## src/rtl/tbre_sweep_scheduler.sv

```systemverilog
// -----------------------------------------------------------------------------
// tbre_sweep_scheduler
//
// Hardware work queue for revocation sweeps. Software stages a region
// (start/end) over the register bus and pushes it into a small FIFO. The
// scheduler pops one region at a time, presents it to the TBRE engine, pulses
// go, and follows the engine busy status until the sweep finishes. Completed
// sweeps advance an epoch counter. Completion and error events raise sticky
// interrupt status bits.
//
// Optional feature: define TBRE_SCHED_TIMEOUT_EN to abandon a region when the
// engine fails to raise busy within START_TIMEOUT cycles of go. Without the
// macro, the scheduler waits for busy indefinitely and the timeout status bit
// is constant 0.
//
// Ports:
//   clk_i, rst_i            clock, asynchronous active-high reset
//   reg_en_i, reg_we_i      register access strobe and direction (1 = write)
//   reg_addr_i              byte address, bits [7:2] select the register
//   reg_wdata_i             write data
//   reg_rdata_o             read data, valid the cycle after the read
//   reg_ready_o             always 1
//   tbre_busy_i             engine busy status
//   tbre_start_addr_o       start address of the active region
//   tbre_end_addr_o         end address of the active region
//   tbre_go_o               one-cycle start pulse to the engine
//   intr_o                  level interrupt
// -----------------------------------------------------------------------------
module tbre_sweep_scheduler #(
  parameter int FIFO_DEPTH    = 4,
  parameter int START_TIMEOUT = 64,
  parameter int EPOCH_W       = 16
) (
  input  logic        clk_i,
  input  logic        rst_i,
  input  logic        reg_en_i,
  input  logic [31:0] reg_addr_i,
  input  logic [31:0] reg_wdata_i,
  input  logic        reg_we_i,
  output logic [31:0] reg_rdata_o,
  output logic        reg_ready_o,
  input  logic        tbre_busy_i,
  output logic [31:0] tbre_start_addr_o,
  output logic [31:0] tbre_end_addr_o,
  output logic        tbre_go_o,
  output logic        intr_o
);

  localparam int AW = $clog2(FIFO_DEPTH);
  localparam int CW = AW + 1;
  localparam logic [CW-1:0] DEPTH_C = CW'(FIFO_DEPTH);

  localparam logic [5:0] A_STAGE_START = 6'h00;
  localparam logic [5:0] A_STAGE_END   = 6'h01;
  localparam logic [5:0] A_PUSH        = 6'h02;
  localparam logic [5:0] A_STATUS      = 6'h03;
  localparam logic [5:0] A_CTRL        = 6'h04;
  localparam logic [5:0] A_INTR_STAT   = 6'h05;

  typedef enum logic [1:0] {
    S_IDLE       = 2'd0,
    S_ISSUE      = 2'd1,
    S_WAIT_START = 2'd2,
    S_WAIT_DONE  = 2'd3
  } state_e;

  state_e             state_q, state_d;
  logic [31:0]        stage_start_q, stage_start_d;
  logic [31:0]        stage_end_q, stage_end_d;
  logic [2:0]         ctrl_q, ctrl_d;          // {err_ie, done_ie, enable}
  logic [3:0]         stat_q, stat_d;          // {badrange, timeout, overflow, done}
  logic [EPOCH_W-1:0] epoch_q, epoch_d;
  logic [CW-1:0]      count_q, count_d;
  logic [AW-1:0]      wr_ptr_q, wr_ptr_d;
  logic [AW-1:0]      rd_ptr_q, rd_ptr_d;
  logic [31:0]        start_addr_q, start_addr_d;
  logic [31:0]        end_addr_q, end_addr_d;
  logic [31:0]        rdata_q, rdata_d;
  logic [63:0]        fifo_mem [FIFO_DEPTH];   // {start, end}

  logic [5:0] addr;
  logic       wr_en, rd_en;
  logic       push_req, push_ok, flush, range_bad;
  logic       fifo_empty, fifo_full;
  logic       pop, sweep_done, timeout_hit;
  logic [3:0] stat_set, stat_clr;
  logic       unused_ok;

  assign addr        = reg_addr_i[7:2];
  assign wr_en       = reg_en_i & reg_we_i;
  assign rd_en       = reg_en_i & ~reg_we_i;
  assign fifo_empty  = (count_q == '0);
  assign fifo_full   = (count_q == DEPTH_C);
  assign range_bad   = (stage_end_q <= stage_start_q);
  assign push_req    = wr_en && (addr == A_PUSH);
  assign flush       = wr_en && (addr == A_CTRL) && reg_wdata_i[3];
  // Flush takes priority over any enqueue in the same cycle.
  assign push_ok     = push_req & ~range_bad & ~fifo_full & ~flush;
  assign unused_ok   = ^{reg_addr_i[31:8], reg_addr_i[1:0]};

  // ---------------------------------------------------------------------------
  // Start timeout (optional)
  // ---------------------------------------------------------------------------
`ifdef TBRE_SCHED_TIMEOUT_EN
  localparam int TW = (START_TIMEOUT > 2) ? $clog2(START_TIMEOUT) : 1;
  localparam logic [TW-1:0] TIMER_LAST = TW'(START_TIMEOUT - 1);

  logic [TW-1:0] timer_q, timer_d;

  always_comb begin
    timer_d     = timer_q;
    timeout_hit = 1'b0;
    if (state_q == S_ISSUE) begin
      timer_d = '0;
    end else if ((state_q == S_WAIT_START) && !tbre_busy_i) begin
      if (timer_q == TIMER_LAST) timeout_hit = 1'b1;
      else                       timer_d = timer_q + TW'(1);
    end
  end

  always_ff @(posedge clk_i or posedge rst_i) begin
    if (rst_i) timer_q <= '0;
    else       timer_q <= timer_d;
  end
`else
  logic unused_cfg;
  assign timeout_hit = 1'b0;
  assign unused_cfg  = ^(32'(START_TIMEOUT));
`endif

  // ---------------------------------------------------------------------------
  // Sequencer FSM: state register
  // ---------------------------------------------------------------------------
  always_ff @(posedge clk_i or posedge rst_i) begin
    if (rst_i) state_q <= S_IDLE;
    else       state_q <= state_d;
  end

  // Sequencer FSM: next state
  always_comb begin
    state_d = state_q;
    case (state_q)
      S_IDLE:       if (pop) state_d = S_ISSUE;
      S_ISSUE:      state_d = S_WAIT_START;
      S_WAIT_START: begin
        if (tbre_busy_i)      state_d = S_WAIT_DONE;
        else if (timeout_hit) state_d = S_IDLE;
      end
      S_WAIT_DONE:  if (!tbre_busy_i) state_d = S_IDLE;
      default:      state_d = S_IDLE;
    endcase
  end

  // Sequencer FSM: outputs. go comes straight from the state register, so an
  // asynchronous reset drops it immediately.
  always_comb begin
    tbre_go_o  = 1'b0;
    pop        = 1'b0;
    sweep_done = 1'b0;
    case (state_q)
      S_IDLE:      pop        = ctrl_q[0] & ~fifo_empty & ~flush;
      S_ISSUE:     tbre_go_o  = 1'b1;
      S_WAIT_DONE: sweep_done = ~tbre_busy_i;
      default:     ;
    endcase
  end

  // ---------------------------------------------------------------------------
  // Register file, FIFO control, epoch and status
  // ---------------------------------------------------------------------------
  always_comb begin
    stage_start_d = stage_start_q;
    stage_end_d   = stage_end_q;
    ctrl_d        = ctrl_q;
    if (wr_en && (addr == A_STAGE_START)) stage_start_d = reg_wdata_i;
    if (wr_en && (addr == A_STAGE_END))   stage_end_d   = reg_wdata_i;
    if (wr_en && (addr == A_CTRL))        ctrl_d        = reg_wdata_i[2:0];

    wr_ptr_d = wr_ptr_q;
    rd_ptr_d = rd_ptr_q;
    count_d  = count_q;
    if (flush) begin
      wr_ptr_d = '0;
      rd_ptr_d = '0;
      count_d  = '0;
    end else begin
      if (push_ok) wr_ptr_d = wr_ptr_q + AW'(1);
      if (pop)     rd_ptr_d = rd_ptr_q + AW'(1);
      case ({push_ok, pop})
        2'b10:   count_d = count_q + CW'(1);
        2'b01:   count_d = count_q - CW'(1);
        default: ;
      endcase
    end

    // Region outputs hold the last popped descriptor until the next pop.
    start_addr_d = start_addr_q;
    end_addr_d   = end_addr_q;
    if (pop) begin
      start_addr_d = fifo_mem[rd_ptr_q][63:32];
      end_addr_d   = fifo_mem[rd_ptr_q][31:0];
    end

    epoch_d = epoch_q + EPOCH_W'(sweep_done);

    // Hardware sets are ORed in after the W1C so a same-cycle set survives.
    stat_set = {push_req & range_bad,
                timeout_hit,
                push_req & ~range_bad & fifo_full & ~flush,
                sweep_done & fifo_empty};
    stat_clr = (wr_en && (addr == A_INTR_STAT)) ? reg_wdata_i[3:0] : 4'h0;
    stat_d   = (stat_q & ~stat_clr) | stat_set;
  end

  // Registered read data; holds between reads.
  always_comb begin
    rdata_d = rdata_q;
    if (rd_en) begin
      case (addr)
        A_STAGE_START: rdata_d = stage_start_q;
        A_STAGE_END:   rdata_d = stage_end_q;
        A_PUSH:        rdata_d = {16'h5C00, 12'h000, 4'(count_q)};
        A_STATUS:      rdata_d = {16'(epoch_q), 8'h00, 2'b00, state_q, 3'b000, tbre_busy_i};
        A_CTRL:        rdata_d = {29'h0, ctrl_q};
        A_INTR_STAT:   rdata_d = {28'h0, stat_q};
        default:       rdata_d = '0;
      endcase
    end
  end

  always_ff @(posedge clk_i or posedge rst_i) begin
    if (rst_i) begin
      stage_start_q <= '0;
      stage_end_q   <= '0;
      ctrl_q        <= '0;
      stat_q        <= '0;
      epoch_q       <= '0;
      count_q       <= '0;
      wr_ptr_q      <= '0;
      rd_ptr_q      <= '0;
      start_addr_q  <= '0;
      end_addr_q    <= '0;
      rdata_q       <= '0;
    end else begin
      stage_start_q <= stage_start_d;
      stage_end_q   <= stage_end_d;
      ctrl_q        <= ctrl_d;
      stat_q        <= stat_d;
      epoch_q       <= epoch_d;
      count_q       <= count_d;
      wr_ptr_q      <= wr_ptr_d;
      rd_ptr_q      <= rd_ptr_d;
      start_addr_q  <= start_addr_d;
      end_addr_q    <= end_addr_d;
      rdata_q       <= rdata_d;
    end
  end

  // Descriptor storage carries no reset; occupancy is tracked by count_q.
  always_ff @(posedge clk_i) begin
    if (push_ok) fifo_mem[wr_ptr_q] <= {stage_start_q, stage_end_q};
  end

  assign reg_rdata_o       = rdata_q;
  assign reg_ready_o       = 1'b1;
  assign tbre_start_addr_o = start_addr_q;
  assign tbre_end_addr_o   = end_addr_q;
  assign intr_o            = (stat_q[0] & ctrl_q[1]) | ((|stat_q[3:1]) & ctrl_q[2]);

endmodule
```

## config.mk

```make
export PLATFORM = sky130hd
export DESIGN_NAME = tbre_sweep_scheduler
export DESIGN_NICKNAME = d
export VERILOG_FILES = /design/src/rtl/tbre_sweep_scheduler.sv
export SDC_FILE = /design/constraint.sdc
export NUM_CORES = 1
export LEC_CHECK = 0
export CORE_ASPECT_RATIO = 1.25
export CORE_MARGIN = 3
export CORE_UTILIZATION = 50
export DETAILED_ROUTE_END_ITERATION = 8
export PLACE_DENSITY = 0.74
export SKIP_LAST_GASP = 1
export SLEW_MARGIN = 20
export SYNTH_ARGS = -nofsm -noshare
export SYNTH_HDL_FRONTEND = slang
export SYNTH_SLANG_ARGS = --single-unit
```

## constraint.sdc

```tcl
create_clock -name clk_i -period 16 [get_ports clk_i]
set_clock_uncertainty 0.15 [all_clocks]
set_input_delay 3.2 -clock clk_i [delete_from_list [all_inputs] [get_ports clk_i]]
set_output_delay 3.2 -clock clk_i [all_outputs]
set_load 0.01 [all_outputs]
```

* After elaboration in Yosys (flattened, before gate mapping)
Memory sizes are Yosys's and may differ from the RTL's. A register that Yosys moved wholly into a read port is not among the register bits.
Cells that the tools add are included.
** Storage, ports and cells
- Word-level logic and storage cells :: 85
- Output and inout bits :: 99
- Flip-flop bits (word level) :: 128
- RAM bits :: 256
- Memories kept :: 1
** Memory list
- fifo_mem :: depth 4, bits a word 64, read ports 1, clocked after Yosys merged registers in 1, write ports 1, line 79 : logic [63:0] fifo_mem [FIFO_DEPTH];
** Operators by class
- Add/subtract/negate cells :: 5
- Equality and inequality tests :: 14
- $lt $le $gt $ge :: 1
- Reductions and logical operators :: 14
- Bitwise operators :: 23
- Multiplexer cells :: 17
** Operator list (count)
- one-hot mux 32 bit (6 select lines) :: 1
- <= comparator 32 bit :: 1
- adder 16 x 1 -> 16 bit :: 1
- two-way mux 2 bit :: 7
- AND 1 bit :: 13
- == test 6 x 2 -> 1 bit (second input constant) :: 2
- == test 6 x 3 -> 1 bit (second input constant) :: 2
- one-hot mux 2 bit (4 select lines) :: 1
- == test 2 bit (second input constant) :: 3
- == test 6 x 1 -> 1 bit (second input constant) :: 1
- logical AND 1 bit :: 6
- logical NOT 6 bit :: 1
- inequality test 2 bit (second input constant) :: 3
- inverter 1 bit :: 6
- one-hot mux 3 bit (2 select lines) :: 1
- two-way mux 1 bit :: 5
- adder 2 x 1 -> 2 bit (second input constant) :: 2
- AND 4 bit :: 1
- == test 2 x 1 -> 1 bit (second input constant) :: 2
- two-way mux 4 bit :: 1
- inverter 4 bit :: 1
- bitwise OR 4 bit :: 1
- nonzero test 2 bit :: 2
- adder 3 x 1 -> 3 bit (second input constant) :: 1
- 9 further kinds :: 9

* Longest topological paths before layout
Gate-level depths: netlist of the first run.
- Depth in word-level cells :: 9
- Mapped depth :: 13
- Depth with buffers taken out :: 12

* Least setup slack after synthesis of the first run
No wires, ideal clock.
- Path type :: input-to-reg
- Start point :: in reg_addr_i[5]
- End point :: mem fifo_mem[0][0], enable pin
- Arrival :: 7.262 ns
- Library setup time :: 0.486 ns
- Path slack :: 8.102 ns
- Stages :: 8
- Path through :: or4_4 > buf_6 > nor2_4 > nand2_1 > or2_1 > o21bai_4 > buf_2 > nor2_1
** Between the ends
- Cells in the longest elaborated chain, start to end :: 7
- Elaborated cells between the ends (all ways) :: 11
** Ends and longest elaborated chain
- start, declared :: line 37 : input logic [31:0] reg_addr_i,
- == test 6 x 2 -> 1 bit / == test 6 x 3 -> 1 bit (equally long branches) :: line 95, 96
- logical AND 1 bit, on equally long branches :: line 95, 96
- AND 1 bit / logical AND 1 bit (equally long branches) :: line 98, 96
- AND 1 bit / inverter 1 bit (equally long branches) :: line 98 : assign push_ok = push_req & ~range_bad & ~fifo_full & ~flush;
- AND 1 bit * :: line 98
- two-way mux 1 bit * :: line 261 : if (push_ok) fifo_mem[wr_ptr_q] <= {stage_start_q, stage_end_q};
- two-way mux 1 bit (implied by the code) * :: line 261
- end, declared :: line 79
Mark *: on every way between the ends. The rest lies on a longest branch, timed or not.

* Final worst setup path of the first run
- Start point :: in reg_addr_i[3]
- End point :: reg count_q[2]
** Between the ends
- Cells in the longest elaborated chain, start to end :: 9
- Elaborated cells between the ends (all ways) :: 16
** Ends and longest elaborated chain
- == test 6 x 3 -> 1 bit :: line 96 : assign flush = wr_en && (addr == A_CTRL) && reg_wdata_i[3];
- logical AND 1 bit (2 in a row) :: line 96
- inverter 1 bit :: line 98, 161
- AND 1 bit :: line 161 : S_IDLE: pop = ctrl_q[0] & ~fifo_empty & ~flush;
- two-way mux 1 bit :: line 160 : case (state_q)
- == test 2 x 1 -> 1 bit / == test 2 bit (equally long branches) :: line 189 : case ({push_ok, pop})
- one-hot mux 3 bit (2 select lines) :: line 189
- two-way mux 3 bit :: line 182 : if (flush) begin
- end signal, assigned :: line 250 : count_q <= count_d;
- end, declared :: line 73 : logic [CW-1:0] count_q, count_d;
Several ways; a longest one is shown, not always the timed one.
A chain may end at the register's enable or synchronous reset.

==> results_dict.tcl, run 1 <==
set metrics [dict create \
    status "finished, final reports clean" \
    whs_path_depth 2 \
    synth_edf_count 256 \
    cts_root_buf "clkbuf_16" \
    die_h_um 219 \
    relSlewSlack_pct 32.3 \
    peakVddDrop_mv 0.0698 \
    io_buffers 140 \
    setup_viol_count_final 0 \
    dieWidth_um 176 \
    wl_per_cell_um 21.9 \
    drv_slew 0 \
    regArea_um2 12500 \
    critPathKind "primary input to flip-flop" \
    power_density_nw_per_um2 145 \
    ys_types 58 \
    numCtsBuffers 42 \
    drc 0 \
    antenna_cells 0 \
    yosys-top-cells-area "edfxtp_1, dfrtp_1, mux4_2, mux2_2, ha_1" \
    grtUsageTotal_pct 20.7 \
    post-cts-setup-buffers 0 \
    ys_ff_latch 448 \
    synth_most_common_cell "edfxtp_1" \
    dieArea_um2 38600 \
    hold_violations 0 \
    drtIter0Drc 800 \
    hp-class "flip-flop to flip-flop" \
    drive_gt1_share_pct 20.0 \
    syn_area_per_cell_um2 16.0 \
    max_stage_delay_ps 640 \
    fin_hold_ws_ps 329 \
    cts.clk_slew.worst_paths_ps 60 \
    fin_nets 1384 \
    routed_wl_mm 39.0 \
    cts.repair.resized 0 \
    h-tree-depth 2 \
    cp_num_buf_inv 2 \
    synth_commonest_cells "edfxtp_1, dfrtp_1, nand2_1" \
    worstSetupEndpointType "flip-flop" \
    tns_ps 0 \
    synth-async-reset-ratio_pct 42.9 \
    critPathMaxFanout 67 \
    crit_chain "clkdlybuf4s50_1, buf_4, nand2b_1, nor4_4, nand3_1, and4_4, and2_1, fa_1, and3_1, o21ai_0, nand3_1" \
    antenna_found_initial 0 \
    syn-instance-count 1129 \
    ios 168 \
    drtAntennaViolNets 0 \
    grt_max_degree 120 \
    via_count 10074 \
    multi_input_area_um2 5280 \
    clk-insertion-delay-late_ps 550 \
    yosys_warnings 0 \
    gp_congestion 0.821 \
    vias_per_cell 5.66 \
    synth_nets 1242 \
    synth_area_um2 18100 \
    dpl.hpwl_mm 24.0 \
    worst-path-stages 11 \
    crit_top_cell "nand3_1" \
    drv_cap 0 \
    ys.flop_type "edfxtp_1" \
    tritoncts "done" \
    crit_required_ps 16270 \
    yosysTopAreaCell "edfxtp_1" \
    clock.fmax_mhz 154 \
    p_leak_nw 8.19 \
    syn2layout_area_growth_pct 18.8 \
    critPathSlowestCell "and4_4" \
    ys_seq_area_share_pct 69.0 \
    rsz0062_at_grt "false" \
    tightest_slew_ps 1020 \
    start_util_pct 51.0 \
    cts_hold_buffers 0 \
    arrival_ps 6770 \
    clock_sinks 448 \
    cts_max_path_buffers 3 \
    first_pass_iters 5 \
    grt_pass1_wl_mm 61.0 \
    reg2regPathDepth 8 \
    grt_pass1_vias 10585 \
    cp-start-kind "primary input" \
    yosysTopAreaCellShare_pct 42.4 \
    fin_crit_sh_pct 40.6 \
    coreArea_um2 35600 \
    cp_top_family "simple AND/OR/NAND/NOR gates" \
    overflow 0 \
    fp-row-count 77 \
    fillers 2593 \
    fin_crit_ps 6500 \
]
where the power goes:
| group | internal (mW) | leakage [nW] | switching (mW) | total [mW] |
|---|---|---|---|---|
| Clock | 0.629 | 0.726 | 0.427 | 1.06 |
| Sequential | 1.34 | 4.74 | 0.124 | 1.47 |
| Combinational | 0.360 | 2.72 | 0.245 | 0.605 |
state kept, by name, indices dropped and copies added, names as in the netlist:
signal             cells
stat_q                 4
tbre_start_addr_o     32
epoch_q               16
wr_ptr_q               2
fifo_mem             256
tbre_end_addr_o       32
rd_ptr_q               2
ctrl_q                 3
stage_end_q           32
count_q                3
reg_rdata_o           32
stage_start_q         32
state_q                2
final timing paths:
check | start | to | slack, ps
max | reg_addr_i[3] | count_q[2] | 9500
max reg2reg | stage_start_q[31] | fifo_mem[1][13] | 11920
min | reg_rdata_o[7] | reg_rdata_o[7] | 330
min in group asynchronous | rst_i | tbre_end_addr_o[13] | 3050
max in group asynchronous | rst_i | stage_end_q[2] | 11100
min reg2reg | reg_rdata_o[7] | reg_rdata_o[7] | 330
through the flow:
step                      area (um2)  worst slack [ps]  utilization [%]  total power [mW]  cells
final                          21500              9500             60.6              3.13   1779
after global routing           21500              9220             60.6              3.26   1779
after CTS                      21500              9490             60.5              3.16   1779
after detailed placement       20000              8910             56.3              2.11   1701
after global placement         20000              9020             56.3              2.09   1701
after floorplan                18100              7420                -              1.82   1129
metal layers:
metal  part of all wire, %  global-route usage, %  vias up
li1                      -                      -     4517
met1                    42                   28.2     5176
met2                    50                   34.3      307
met3                   5.7                   3.62       74
met4                   2.7                   6.39        0
met5                     0                      0        -
kinds of logic after synthesis:
kind of cell    after synthesis  synth area share, %
flops                       448                 69.0
simple gates                189                 4.95
mux                         182                 15.2
compound gates              149                 4.76
buf+inv                     100                 2.26
fa+ha+maj                    44                 3.08
xor+xnor                     16                0.774
other cells                   1               0.0207
area by class of cell:
class,count,share of cell area (%)
sequential,448,58.1
inverter,46,0.837
timing repair buffer,152,6.90
multi-input combinational,581,24.5
tap,474,2.76
clock inverter,20,1.16
clock buffer,58,5.78
cell usage in the layout (no fill, tap or decap), types with 13 or more instances in the layout:
master and instances:
nor2_1 26, mux4_2 64, ha_1 43, a21oi_1 32, nand2_1 97, nand3_1 20
clkdlybuf4s50_1 139, clkbuf_16 45, o21ai_0 81, xnor2_1 13, mux2i_1 17, mux2_2 95
inv_1 45, edfxtp_1 256, dfrtp_1 190
tightest hold or removal path, cell delays in order (launching register included):
cell	delay [ps]
dfrtp_1	340
nand2_1	40
o21ai_0	60
No activity file was read; power rests on OpenSTA's default activity.
==> run 2, diff against run 1 <==
==> constraint.sdc (replaced) <==
create_clock -name clk_i -period 6.65 [get_ports clk_i]
set_clock_uncertainty 0.15 [all_clocks]
set_input_delay 1.33 -clock clk_i [delete_from_list [all_inputs] [get_ports clk_i]]
set_output_delay 1.33 -clock clk_i [all_outputs]
set_load 0.01 [all_outputs]
==> results_dict.tcl, run 2 (synthesis results as in run 1) <==
set metrics [dict create \
    dieWidth_um 176 \
    first_pass_iters 5 \
    grt_pass1_vias 10240 \
    dpl.hpwl_mm 24.8 \
    finalNonFillerCells 1781 \
    grt_max_degree 107 \
    die_h_um 219 \
    seq_power_share_pct 48.6 \
    largest_reg_flops 256 \
    drtAntennaViolNets 0 \
    tns_ps 0 \
    antenna_found_initial 2 \
    sw_frac_of_total_pct 25.8 \
    io_buffers 140 \
    gp_congestion 0.819 \
    relSlewSlack_pct 24.7 \
    met3_usage_pct 2.87 \
    overflow 0 \
    busiest_layer "met2" \
    p_total_mw 7.31 \
    crit_chain "clkdlybuf4s50_1, or4_4, nor3b_4, nor2b_4, mux2_2" \
    drv_cap 0 \
    clock_sinks 448 \
    cts.repair.resized 0 \
    status "finished, final reports clean" \
    tritoncts "done" \
    final_common_cell "edfxtp_1" \
    wl_per_cell_um 21.6 \
    power_frac_clock_pct 31.6 \
    post-cts-setup-buffers 0 \
    routed_wl_mm 38.5 \
    coreArea_um2 35600 \
    cts_max_path_buffers 3 \
    h-tree-depth 2 \
    fillers 2606 \
    clock.fmax_mhz 225 \
    p_int_mw 5.42 \
    ios 168 \
    hp-class "flip-flop to flip-flop" \
    max_stage_delay_ps 1040 \
    critPathSlowestCell "nor2b_4" \
    worstSetupEndpointType "flip-flop" \
    hold_violations 0 \
    drc 0 \
    start_util_pct 51.0 \
    syn2layout_area_growth_pct 18.1 \
    numCtsBuffers 42 \
    arrival_ps 4720 \
    setup_viol_count_final 0 \
    critPathMaxFanout 33 \
    power_density_nw_per_um2 341 \
    grtUsageTotal_pct 20.2 \
    fin_hold_ws_ps 326 \
    critPathKind "primary input to flip-flop" \
    gr-usage-met2_pct 33.8 \
    preCtsSetupSlack_ps 1620 \
    vias_per_cell 5.63 \
    dieArea_um2 38600 \
    p_leak_nw 8.14 \
    tightest_slew_ps 1130 \
    crit_required_ps 6910 \
    cts.clk_slew.worst_paths_ps 60 \
    regMostFlops "fifo_mem" \
    layout_setup_ws_ps 2200 \
    rsz0062_at_grt "false" \
    mostFrequentLayoutCells "edfxtp_1, dfrtp_1, clkdlybuf4s50_1, nand2_1, mux2_2" \
    antenna_cells 0 \
    drv_slew 0 \
    cts_root_buf "clkbuf_16" \
    p_sw_mw 1.88 \
    fp-row-count 77 \
    clk-insertion-delay-late_ps 540 \
    cp-start-kind "primary input" \
    grtUsageMet1_pct 28.5 \
    grt_pass1_wl_mm 59.6 \
    drtIter0Drc 744 \
    fin_crit_ps 4450 \
    fin_crit_sh_pct 66.9 \
    cts_hold_buffers 0 \
    drive_gt1_share_pct 19.4 \
    dp.cells 1704 \
    comb_power_share_pct 19.8 \
    peakVddDrop_mv 0.175 \
    fin_nets 1387 \
    via_count 10035 \
]
==> run 2: cell type report <==
cell class | count | area (um2) | share of cell area (%)
Sequential cell | 448 | 12500 | 58.4
Tap cell | 474 | 593 | 2.77
Clock inverter | 18 | 145 | 0.678
Multi-Input combinational cell | 581 | 5270 | 24.6
Timing Repair Buffer | 155 | 1530 | 7.17
Clock buffer | 59 | 1190 | 5.54
Inverter | 46 | 176 | 0.825
==> run 2: path summary, 6_finish.rpt <==
check / startpoint / end / slack (ps) / cells after the start
setup / recovery: reg_addr_i[5] / stage_end_q[19] / 2200 / 5
hold / removal: epoch_q[15] / epoch_q[15] / 330 / 1
setup reg to reg: stage_start_q[30] / fifo_mem[0][61] / 2550 / 8
hold reg to reg: epoch_q[15] / epoch_q[15] / 330 / 1
max in group asynchronous: rst_i / rd_ptr_q[0] / 4020 / 3
min in group asynchronous: rst_i / reg_rdata_o[11] / 960 / 2
==> run 2: per-stage QoR <==
stage | cell area (um2) | util, %
floorplan | 18100 | -
global placement | 20100 | 56.4
detailed placement | 20100 | 56.4
CTS | 21400 | 60.2
global route | 21400 | 60.2
finish | 21400 | 60.2
==> run 2: worst max-delay path, delay by kind of cell <==
kind	cells	cell delay [ps]
AND/OR/NAND/NOR	3	2450
multiplexers	1	430
buffers and inverters	1	470
==> run 2: per-layer routing <==
layer | wire length (um) | share of wire [%] | up-vias
li1 | - | - | 4525
met1 | 16300 | 42 | 5180
met2 | 19600 | 51 | 284
met3 | 1920 | 5.0 | 44
met4 | 638 | 1.7 | 2
met5 | 13 | 0.034 | -
==> run 2: power by group through the flow <==
stage	clock (mW)	combinational [mW]	sequential [mW]
2_1_floorplan	0	0.845	3.53
3_3_place_gp	0	1.44	3.59
3_5_place_dp	0	1.47	3.61
4_1_cts	2.36	1.48	3.56
5_1_grt	2.47	1.57	3.60
6_report	2.31	1.45	3.55
